===== src/rtl/mux_arb_pkg.sv =====
// Shared types and helpers for the round-robin mux4 arbiter.
// Covers the requester count, select width, FSM states and one-hot grant encoding.
package mux_arb_pkg;

   localparam int NUM_REQ = 4;
   localparam int SEL_W   = 2;

   typedef enum logic {
      IDLE  = 1'b0,
      GRANT = 1'b1
   } arb_state_t;

   function automatic logic [NUM_REQ-1:0] onehot4(input logic [SEL_W-1:0] idx);
      logic [NUM_REQ-1:0] v;
      v      = '0;
      v[idx] = 1'b1;
      return v;
   endfunction

endpackage


===== src/rtl/mux4_1.sv =====
// Plain 4:1 data multiplexer steered by two select bits; {s1,s0} is the chosen input.
module mux4_1 #(
   parameter int WIDTH = 8
) (
   input  logic [WIDTH-1:0] i_d0,
   input  logic [WIDTH-1:0] i_d1,
   input  logic [WIDTH-1:0] i_d2,
   input  logic [WIDTH-1:0] i_d3,
   input  logic             i_s0,
   input  logic             i_s1,
   output logic [WIDTH-1:0] o_y
);

   always_comb begin
      case ({i_s1, i_s0})
         2'b00:   o_y = i_d0;
         2'b01:   o_y = i_d1;
         2'b10:   o_y = i_d2;
         default: o_y = i_d3;
      endcase
   end

endmodule


===== src/rtl/rr_pick4.sv =====
// Combinational rotating-priority picker.
// Returns the first set request found when searching start, start+1, ... (mod 4).
module rr_pick4
   import mux_arb_pkg::*;
(
   input  logic [NUM_REQ-1:0] i_req,
   input  logic [SEL_W-1:0]   i_start,
   output logic [SEL_W-1:0]   o_idx,
   output logic               o_found
);

   logic [SEL_W-1:0] w_cand;

   // Walk from the farthest offset back to start so the nearest hit wins last.
   always_comb begin
      o_found = 1'b0;
      o_idx   = i_start;
      w_cand  = i_start;
      for (int k = NUM_REQ - 1; k >= 0; k--) begin
         w_cand = i_start + SEL_W'(k);
         if (i_req[w_cand]) begin
            o_found = 1'b1;
            o_idx   = w_cand;
         end
      end
   end

endmodule


===== src/rtl/mux4_rr_arbiter.sv =====
// Round-robin arbiter sharing a 4:1 mux among four requesters.
// Registers grant, selects and the selected data; a hold counter bounds ownership under contention.
module mux4_rr_arbiter
   import mux_arb_pkg::*;
#(
   parameter int WIDTH    = 8,
   parameter int MAX_HOLD = 4
) (
   input  logic               clk,
   input  logic               rst,
   input  logic [3:0]         req,
   input  logic [WIDTH-1:0]   din0,
   input  logic [WIDTH-1:0]   din1,
   input  logic [WIDTH-1:0]   din2,
   input  logic [WIDTH-1:0]   din3,
   output logic [3:0]         gnt,
   output logic               s0,
   output logic               s1,
   output logic [WIDTH-1:0]   dout,
   output logic               dout_valid,
   output arb_state_t         o_dbg_state
);

   // Handshake: a requester keeps req high while it wants the mux; gnt (one-hot or zero)
   // names the owner one clock later, and dout/dout_valid follow gnt by one more clock.
   // Dropping req for a single cycle forfeits the grant.

   localparam int              HW        = $clog2(MAX_HOLD + 1);
   localparam logic [HW-1:0]   HOLD_LAST = HW'(MAX_HOLD - 1);

   arb_state_t         r_state;
   logic [SEL_W-1:0]   r_ptr;
   logic [SEL_W-1:0]   r_sel;
   logic [3:0]         r_gnt;
   logic [HW-1:0]      r_hold;
   logic [WIDTH-1:0]   r_dout;
   logic               r_dout_valid;

   arb_state_t         w_nxt_state;
   logic [SEL_W-1:0]   w_nxt_ptr;
   logic [SEL_W-1:0]   w_nxt_sel;
   logic [3:0]         w_nxt_gnt;
   logic [HW-1:0]      w_nxt_hold;
   logic [WIDTH-1:0]   w_nxt_dout;
   logic               w_nxt_valid;

   logic [WIDTH-1:0]   w_mux_y;
   logic [SEL_W-1:0]   w_idle_idx;
   logic               w_idle_found;
   logic [3:0]         w_rel_req;
   logic [SEL_W-1:0]   w_rel_start;
   logic [SEL_W-1:0]   w_rel_idx;
   logic               w_rel_found;
   logic               w_expired;

   mux4_1 #(.WIDTH(WIDTH)) u_mux (
      .i_d0 (din0),
      .i_d1 (din1),
      .i_d2 (din2),
      .i_d3 (din3),
      .i_s0 (r_sel[0]),
      .i_s1 (r_sel[1]),
      .o_y  (w_mux_y)
   );

   rr_pick4 u_pick_idle (
      .i_req   (req),
      .i_start (r_ptr),
      .o_idx   (w_idle_idx),
      .o_found (w_idle_found)
   );

   // Hand-off path: everyone except the current owner, searched from the owner's successor.
   assign w_rel_req   = req & ~onehot4(r_sel);
   assign w_rel_start = r_sel + 2'd1;
   assign w_expired   = (r_hold == HOLD_LAST) && (w_rel_req != 4'd0);

   rr_pick4 u_pick_rel (
      .i_req   (w_rel_req),
      .i_start (w_rel_start),
      .o_idx   (w_rel_idx),
      .o_found (w_rel_found)
   );

   always_comb begin
      w_nxt_state = r_state;
      w_nxt_ptr   = r_ptr;
      w_nxt_sel   = r_sel;
      w_nxt_gnt   = r_gnt;
      w_nxt_hold  = r_hold;
      w_nxt_dout  = r_dout;
      w_nxt_valid = r_dout_valid;
      case (r_state)
         IDLE: begin
            w_nxt_valid = 1'b0;
            if (w_idle_found) begin
               w_nxt_state = GRANT;
               w_nxt_sel   = w_idle_idx;
               w_nxt_gnt   = onehot4(w_idle_idx);
               w_nxt_hold  = '0;
            end
         end
         GRANT: begin
            if (req[r_sel] && !w_expired) begin
               w_nxt_dout  = w_mux_y;
               w_nxt_valid = 1'b1;
               // A lone owner wraps its counter instead of being cut off.
               w_nxt_hold  = (r_hold == HOLD_LAST) ? '0 : r_hold + HW'(1);
            end else begin
               w_nxt_ptr   = w_rel_start;
               w_nxt_valid = 1'b0;
               if (w_rel_found) begin
                  w_nxt_sel  = w_rel_idx;
                  w_nxt_gnt  = onehot4(w_rel_idx);
                  w_nxt_hold = '0;
               end else begin
                  w_nxt_gnt   = 4'd0;
                  w_nxt_state = IDLE;
               end
            end
         end
         default: w_nxt_state = IDLE;
      endcase
   end

   always_ff @(posedge clk or posedge rst) begin
      if (rst) begin
         r_state      <= IDLE;
         r_ptr        <= '0;
         r_sel        <= '0;
         r_gnt        <= 4'd0;
         r_hold       <= '0;
         r_dout       <= '0;
         r_dout_valid <= 1'b0;
      end else begin
         r_state      <= w_nxt_state;
         r_ptr        <= w_nxt_ptr;
         r_sel        <= w_nxt_sel;
         r_gnt        <= w_nxt_gnt;
         r_hold       <= w_nxt_hold;
         r_dout       <= w_nxt_dout;
         r_dout_valid <= w_nxt_valid;
      end
   end

   assign gnt         = r_gnt;
   assign s0          = r_sel[0];
   assign s1          = r_sel[1];
   assign dout        = r_dout;
   assign dout_valid  = r_dout_valid;
   assign o_dbg_state = r_state;

endmodule


===== config.mk =====
export PLATFORM = sky130hd
export DESIGN_NAME = mux4_rr_arbiter
export DESIGN_NICKNAME = d
export VERILOG_FILES = /design/src/rtl/mux_arb_pkg.sv /design/src/rtl/mux4_1.sv /design/src/rtl/rr_pick4.sv /design/src/rtl/mux4_rr_arbiter.sv
export SDC_FILE = /design/constraint.sdc
export NUM_CORES = 1
export LEC_CHECK = 0
export BUFFER_PORTS_ARGS = -buffer_cell sky130_fd_sc_hd__buf_2
export CELL_PAD_IN_SITES_DETAIL_PLACEMENT = 0
export CELL_PAD_IN_SITES_GLOBAL_PLACEMENT = 1
export CORE_ASPECT_RATIO = 1.4
export CORE_MARGIN = 2
export CORE_UTILIZATION = 33
export CTS_CLUSTER_DIAMETER = 30
export DETAILED_ROUTE_END_ITERATION = 7
export PLACE_DENSITY_LB_ADDON = 0.1
export SYNTH_ARGS = -nofsm -noshare
export SYNTH_HDL_FRONTEND = slang
export SYNTH_SLANG_ARGS = --single-unit

===== constraint.sdc =====
create_clock -name clk -period 2.19 [get_ports clk]
set_clock_uncertainty 0.05 [all_clocks]
set_input_delay 0.1095 -clock clk [delete_from_list [all_inputs] [get_ports clk]]
set_output_delay 0.1095 -clock clk [all_outputs]
set_load 0.01 [all_outputs]

# Word level (Yosys, flattened, before mapping)

Cells that the tools add are included.

Multiplexer cells: 60
Add/subtract/negate cells: 8
Order comparisons: 14
Reductions and logical operators: 13
Bitwise gates (word level): 4
Equal/unequal tests: 7

Operators by type and width:

| kind                  | count |
|---|---|
| $lt A2 B3 Y1 const B  | 11 |
| $mux W1               | 24 |
| $pmux W8 S3           | 1 |
| $mux W2               | 11 |
| $bmux W1 S2           | 9 |
| $mux W3               | 4 |
| $mux W4               | 3 |
| $add A2 B2 Y2 const B | 4 |
| $pmux W4 S2           | 1 |
| $reduce_and A2 Y1     | 4 |
| $add A2 B1 Y2 const B | 3 |
| $demux W1 S2          | 3 |
| $ge A2 B1 Y1 const B  | 3 |
| $pmux W3 S2           | 1 |
| $logic_and A1 B1 Y1   | 5 |
| $and A4 B4 Y4         | 1 |
| $ne A2 B1 Y1 const B  | 2 |
| $not A4 Y4            | 1 |
| $pmux W1 S2           | 2 |
| $pmux W2 S2           | 1 |
| $reduce_bool A4 Y1    | 1 |
| $add A3 B1 Y3 const B | 1 |
| $eq A3 B2 Y1 const B  | 1 |
| $ne A3 B1 Y1 const B  | 1 |
| other kinds (7)       | 8 |

Register bits after elaboration: 21
Bits of input ports: 38
Word-level logic and storage cells: 113

# Depth between registers and ports, before layout

Depth after elaboration: 19
Gate-level depth with buffers: 10
Depth with buffers taken out: 8

# Hierarchy

Synthesis repeated with hierarchy kept, for this count alone.

Cells, all modules: 133
Area total of the unflattened synthesis: 1,473.9 µm²

Modules (own cells, without submodules):

| module          | area an instance (µm²) | cells each | times used | seq. area each (µm²) |
|---|---|---|---|---|
| mux4_rr_arbiter | 1,077.3                | 91         | 1          | 525.5 |
| rr_pick4        | 100.1                  | 16         | 2          | 0.0 |
| mux4_1          | 196.4                  | 10         | 1          | 0.0 |

# Worst setup path before layout

OpenSTA, ideal clock, no wires.

Kind: flip-flop to flip-flop
Start point: reg r_sel[0]
End point: reg r_gnt[3] (netlist: gnt[3])
Path slack: -0.276 ns
Arrival: 2.330 ns
Setup time: 0.086 ns
Path buffers: 2
Cell stages (with the launch flop): 10
Clock period less this slack: 2.466 ns
Path through: dfrtp_1 > buf_2 > inv_1 > ha_1 > clkbuf_1 > nand2b_2 > o2111a_2 > and2_4 > a2111o_1 > o221ai_2

Elaborated cells on any way between the ends: 43

RTL lines:

| item                                                               | line                   | source |
|---|---|---|
| start: declaration                                                 | mux4_rr_arbiter.sv:33  | `logic [SEL_W-1:0] r_sel;` |
| start signal: assignment                                           | mux4_rr_arbiter.sv:138 | `r_sel <= w_nxt_sel;` |
| $add A2 B1 Y2 (*)                                                  | mux4_rr_arbiter.sv:75  | `assign w_rel_start = r_sel + 2'd1;` |
| via u_pick_rel.i_start[0]                                          | rr_pick4.sv:7          | `input logic [SEL_W-1:0] i_start,` |
| $add A2 B2 Y2                                                      | rr_pick4.sv:20         | `w_cand = i_start + SEL_W'(k);` |
| $bmux W1 S2                                                        | rr_pick4.sv:21         | `if (i_req[w_cand]) begin` |
| $mux W1 (not written as such)                                      | rr_pick4.sv:21         |  |
| $mux W2 (4 in a row)                                               | rr_pick4.sv:21         |  |
| $lt A2 B3 Y1 (not written as such) or $ge A2 B1 Y1 (tied branches) | mux_arb_pkg.sv:16      | `v[idx] = 1'b1;` |
| $logic_and A1 B1 Y1 (not written as such)                          | mux_arb_pkg.sv:16      |  |
| $mux W1 (not written as such)                                      | mux_arb_pkg.sv:16      |  |
| $demux W1 S2                                                       | mux_arb_pkg.sv:16      |  |
| $mux W4 (*)                                                        | mux4_rr_arbiter.sv:112 | `if (w_rel_found) begin` |
| $mux W4 (*)                                                        | mux4_rr_arbiter.sv:104 | `if (req[r_sel] && !w_expired) begin` |
| $pmux W4 S2 (*)                                                    | mux4_rr_arbiter.sv:93  | `case (r_state)` |
| end signal: assignment                                             | mux4_rr_arbiter.sv:139 | `r_gnt <= w_nxt_gnt;` |
| end: declaration                                                   | mux4_rr_arbiter.sv:34  | `logic [3:0] r_gnt;` |

The timed path passes the listed nets; every way through them passes the cells marked *. The select of a mux whose other input is x is not followed.
A chain may end at the register's enable or synchronous reset.

# Worst setup path in the final report

Start point: reg r_sel[0]
End point: reg r_gnt[1] (netlist: gnt[1])

Word-level cells in the longest chain between the ends: 19
Elaborated cells on any way between the ends: 43

RTL lines:

| item                                                               | line                   | source |
|---|---|---|
| $lt A2 B3 Y1 (not written as such) or $ge A2 B1 Y1 (tied branches) | mux_arb_pkg.sv:16      |  |
| $logic_and A1 B1 Y1 (not written as such)                          | mux_arb_pkg.sv:16      |  |
| $mux W1 (not written as such)                                      | mux_arb_pkg.sv:16      |  |
| $demux W1 S2                                                       | mux_arb_pkg.sv:16      |  |
| $not A4 Y4                                                         | mux4_rr_arbiter.sv:74  | `assign w_rel_req = req & ~onehot4(r_sel);` |
| $and A4 B4 Y4                                                      | mux4_rr_arbiter.sv:74  |  |
| $bmux W1 S2                                                        | rr_pick4.sv:21         |  |
| $mux W1 (not written as such)                                      | rr_pick4.sv:21         |  |
| $mux W2 (4 in a row)                                               | rr_pick4.sv:21         |  |
| $lt A2 B3 Y1 (not written as such) or $ge A2 B1 Y1 (tied branches) | mux_arb_pkg.sv:16      |  |
| $logic_and A1 B1 Y1 (not written as such)                          | mux_arb_pkg.sv:16      |  |
| $mux W1 (not written as such)                                      | mux_arb_pkg.sv:16      |  |
| $demux W1 S2                                                       | mux_arb_pkg.sv:16      |  |
| $mux W4                                                            | mux4_rr_arbiter.sv:112 |  |
| $mux W4                                                            | mux4_rr_arbiter.sv:104 |  |
| $pmux W4 S2                                                        | mux4_rr_arbiter.sv:93  |  |

Several ways; a longest one is shown, not always the timed one. The select of a mux whose other input is x is not followed.

==> results summary <==
The first TritonRoute pass finished after 5 iterations. The flow ran to the end, and the final reports show no timing, DRC or antenna violations. The total congestion overflow came out at 0. Once layout is complete, the utilization of the core stands at 0.4486. The later pin in the worst-skew pair is clocked with a latency of 260 ps. In this run the most critical hold path is launched from din3[0]. The most used flip-flop cell after synthesis is sky130_fd_sc_hd__dfrtp_1. The setup path with the least slack is of type reg -> reg. The cell area that synthesis handed to floorplanning was 1583 um2. For this run, the post-layout net count is 285. The mean instance size in the synthesized netlist came out at 8.793 um2. The filler cell count in the final layout is 502.

The die covers 5374 um2. After synthesis the netlist holds a flip-flop and latch count of 21. The clock drives 21 sinks. The fraction of the yosys area taken by sequential cells is 0.3320. The data arrival time at the worst-slack endpoint came out at 2250 ps. The number of placement rows is 29. The initial core utilization is 0.3462. The horizontal die dimension came out at 62.53 um. The worst-path cell with the longest stage delay is sky130_fd_sc_hd__dfrtp_2. The post-detailed-route DRC marker count came out at 0. Setup repair after global routing could not meet its margin everywhere. The maximum clock frequency came out at 0.4730 GHz. The first global-routing pass estimated 7783 um of wire.

Timing analysis after detailed placement gives a worst setup slack of -18.69 ps. The final count of pins violating max slew is 0. The number of global-route vias before repair came out at 1660. The share of synthesized registers carrying an async set or reset is 1.000.

The maximum single-stage delay on the critical path is 420 ps. The die boundary height is 85.95 um. Of the post-synthesis cell area, the dominant cell type holds 0.3320. In the finished design, the share of the clock period the worst path needs comes to 0.9653. Max-cap violations in this run came to 0.

The number of unique standard cell types used by synthesis is 58. Entering global routing, the biggest net connects 22 pins. The source of the worst register-to-register timing path is r_sel[0].

STA classifies the critical path startpoint as a flip-flop. Setup violations remaining at the end of the flow were counted as 0. The post-synthesis instance total is 180. The total of warnings raised by yosys came out at 0. The area added between synthesis and finish is 29.57%. The kind of path behind the tightest hold check is in -> reg. STA classifies the critical path endpoint as a flip-flop. Input and output buffers added on the ports amount to 53. The critical path goes through buf_4 > ha_1 > nand2b_1 > o32ai_1 > o22ai_1 > a211o_1 > o221ai_1.

The per-cell via count in the routed design came out at 5.568. Of the cells placed in the final design, the portion with a size suffix greater than 1 is 0.3933. The routed layout has 1676 vias. The total length of routed wires came out at 4859 um.

The number of top-level design ports came out at 54. The clock period minus final worst setup slack came out at 2114 ps. The final RePlAce weighted congestion is 0.9054. The TritonCTS buffer count is 3. Dividing the detail-routed wire length by the instance count gives 16.14 um. The antenna diode instance count is 0.

The number of design-rule violations left by the first detailed-router iteration is 99. The highest net fanout along the worst path is 4. The count of final hold-check violations is 0.

The CTS H-tree depth came out at 1. Counting every net in the synthesized netlist gives 225. The worst relative slew slack came out at 0.4253.

The maximum clock insertion buffer count is 2. The smallest setup slack after layout came out at 76.05 ps. Clock-pin slew was measured on the worst setup and hold paths at 80 ps. The required time of the worst setup path came out at 2320 ps. The number of antenna violations at the first check in global routing came out at 0. The total routing resource utilization after global routing is 0.1817.

After layout, the design draws a total of 2867 uW. CTS placed an instance of sky130_fd_sc_hd__clkbuf_8 at the clock tree root. The core region area is 4572 um2. The transition time at the pin with the least slew margin is 861.1 ps. Final hold analysis gives a worst-case slack of 95.07 ps. Tracing the worst setup path back leads to its startpoint at r_sel[0]. By area the synthesized netlist is led by sky130_fd_sc_hd__dfrtp_1 (33%), sky130_fd_sc_hd__ha_1 (5.5%), sky130_fd_sc_hd__o21ai_0 (5.4%), sky130_fd_sc_hd__a222oi_1 (5.1%), sky130_fd_sc_hd__a21oi_1 (4.1%). The cell accounting for the most synthesized area is sky130_fd_sc_hd__dfrtp_1. The post-DP HPWL came out at 3817 um.

The detail route stage leaves a number of antenna-violating nets equal to 0. The power per standard cell area is 1398 nW/um2. The leakage power summed over all cells came out at 0.0009776 uW. The CTS tree is done.

The worst-case IR drop observed on VDD is 0.6366 mV. The number of synthesized flops with an enable pin is 0.
==> cell usage after synthesis (all sizes together), types with 2 or more instances <==
library cell and number:
a211oi 2, ha 7, o21bai 2, o21ai 18, or2b 2, o221ai 3, a21oi 13, inv 9
nor2 12, nand2b 6, a21boi 2, o22ai 2, buf 7, a21o 2, dfrtp 21, or3b 2
or2 3, or4 2, clkbuf 7, o211ai 4, nand3b 3, nand2 16, a222oi 8
==> repair_timing <==
action                     in CTS  in global routing
hold endpoints to repair       21                  0
hold buffers                    1                  0
resized for setup               3                  3
setup buffers                   0                  1
pin swaps                       1                  2
setup endpoints to repair       4                  8
==> per-layer routing <==
| layer | wire, um | vias to the layer above | global-route usage |
|---|---|---|---|
| li1 | - | 800 | - |
| met1 | 1825 | 809 | 0.1901 |
| met2 | 2698 | 61 | 0.3617 |
| met3 | 250 | 6 | 0.03281 |
| met4 | 85 | 0 | 0.05657 |
| met5 | 0 | - | 0 |
==> stage by stage <==
stage	std cells	TNS (ps)	instance area (um2)
after floorplan	180	0	1599
after global placement	295	0	1971
after detailed placement	295	-43.40	1971
after CTS	300	0	2033
after global routing	301	-20.41	2051
final	301	0	2051
==> state kept, by name, summed over array words and instances (netlist names) <==
signal / count
gnt: 4
r_hold: 3
dout: 8
r_sel: 2
o_dbg_state: 1
dout_valid: 1
r_ptr: 2
==> cell usage in the layout, fill, tap and decap left out, drive strengths merged, types with 2 or more instances in the layout <==
cell type	netlist	final
a222oi	8	8
or3b	2	2
or2b	2	2
or4	2	2
a21oi	13	13
nand3b	3	3
o221ai	3	3
a21boi	2	2
o21ai	18	18
o21bai	2	2
dfrtp	21	21
clkbuf	7	3
o211ai	4	4
a21o	2	2
or2	3	3
buf	7	68
nand2	16	16
inv	9	9
ha	7	7
o22ai	2	2
nor2	12	12
a211oi	2	2
nand2b	6	6
==> worst paths after layout <==
| kind | end | slack [ps] | cells past startpoint |
|---|---|---|---|
| setup / recovery | gnt[1] | 80 | 7 |
| hold / removal | dout[0] | 100 | 3 |
| setup reg to reg | gnt[1] | 80 | 7 |
| hold reg to reg | dout[5] | 430 | 2 |
| max in group asynchronous | r_sel[0] | 1000 | 3 |
| min in group asynchronous | gnt[0] | 510 | 3 |
==> critical path, delay by kind of cell, from the launching register on <==
family	cells	cell delay, ps
buffers and inverters	1	150
DFF	1	420
adders and majority gates	1	190
AOI/OAI and AO/OA	4	1010
and+or+nand+nor	1	200
==> final cells by class <==
class / instances / area [um2] / share of cell area
Multi-Input combinational cell: 136 / 973.4 / 0.4747
Clock inverter: 1 / 5.005 / 0.002441
Sequential cell: 21 / 528.0 / 0.2575
Inverter: 9 / 33.78 / 0.01647
Clock buffer: 3 / 41.29 / 0.02013
Tap cell: 62 / 77.57 / 0.03783
Timing Repair Buffer: 69 / 391.6 / 0.1910
==> logic make-up (layout without fill, tap and decap cells) <==
logic type / after synthesis / in the layout / share of synthesized area
compound gates: 73 / 73 / 0.3375
fa+ha+maj: 7 / 7 / 0.05533
buf+inv: 23 / 82 / 0.06324
flops: 21 / 21 / 0.3320
mux: 2 / 2 / 0.02134
simple gates: 54 / 54 / 0.1905
==> report_power, final <==
group | switching (uW) | internal (uW) | total (uW)
clock network | 136 | 127 | 263
registers | 117 | 560 | 677
logic | 1060 | 865 | 1930
total | 1310 | 1550 | 2870
(Power assumes the default switching activity.)
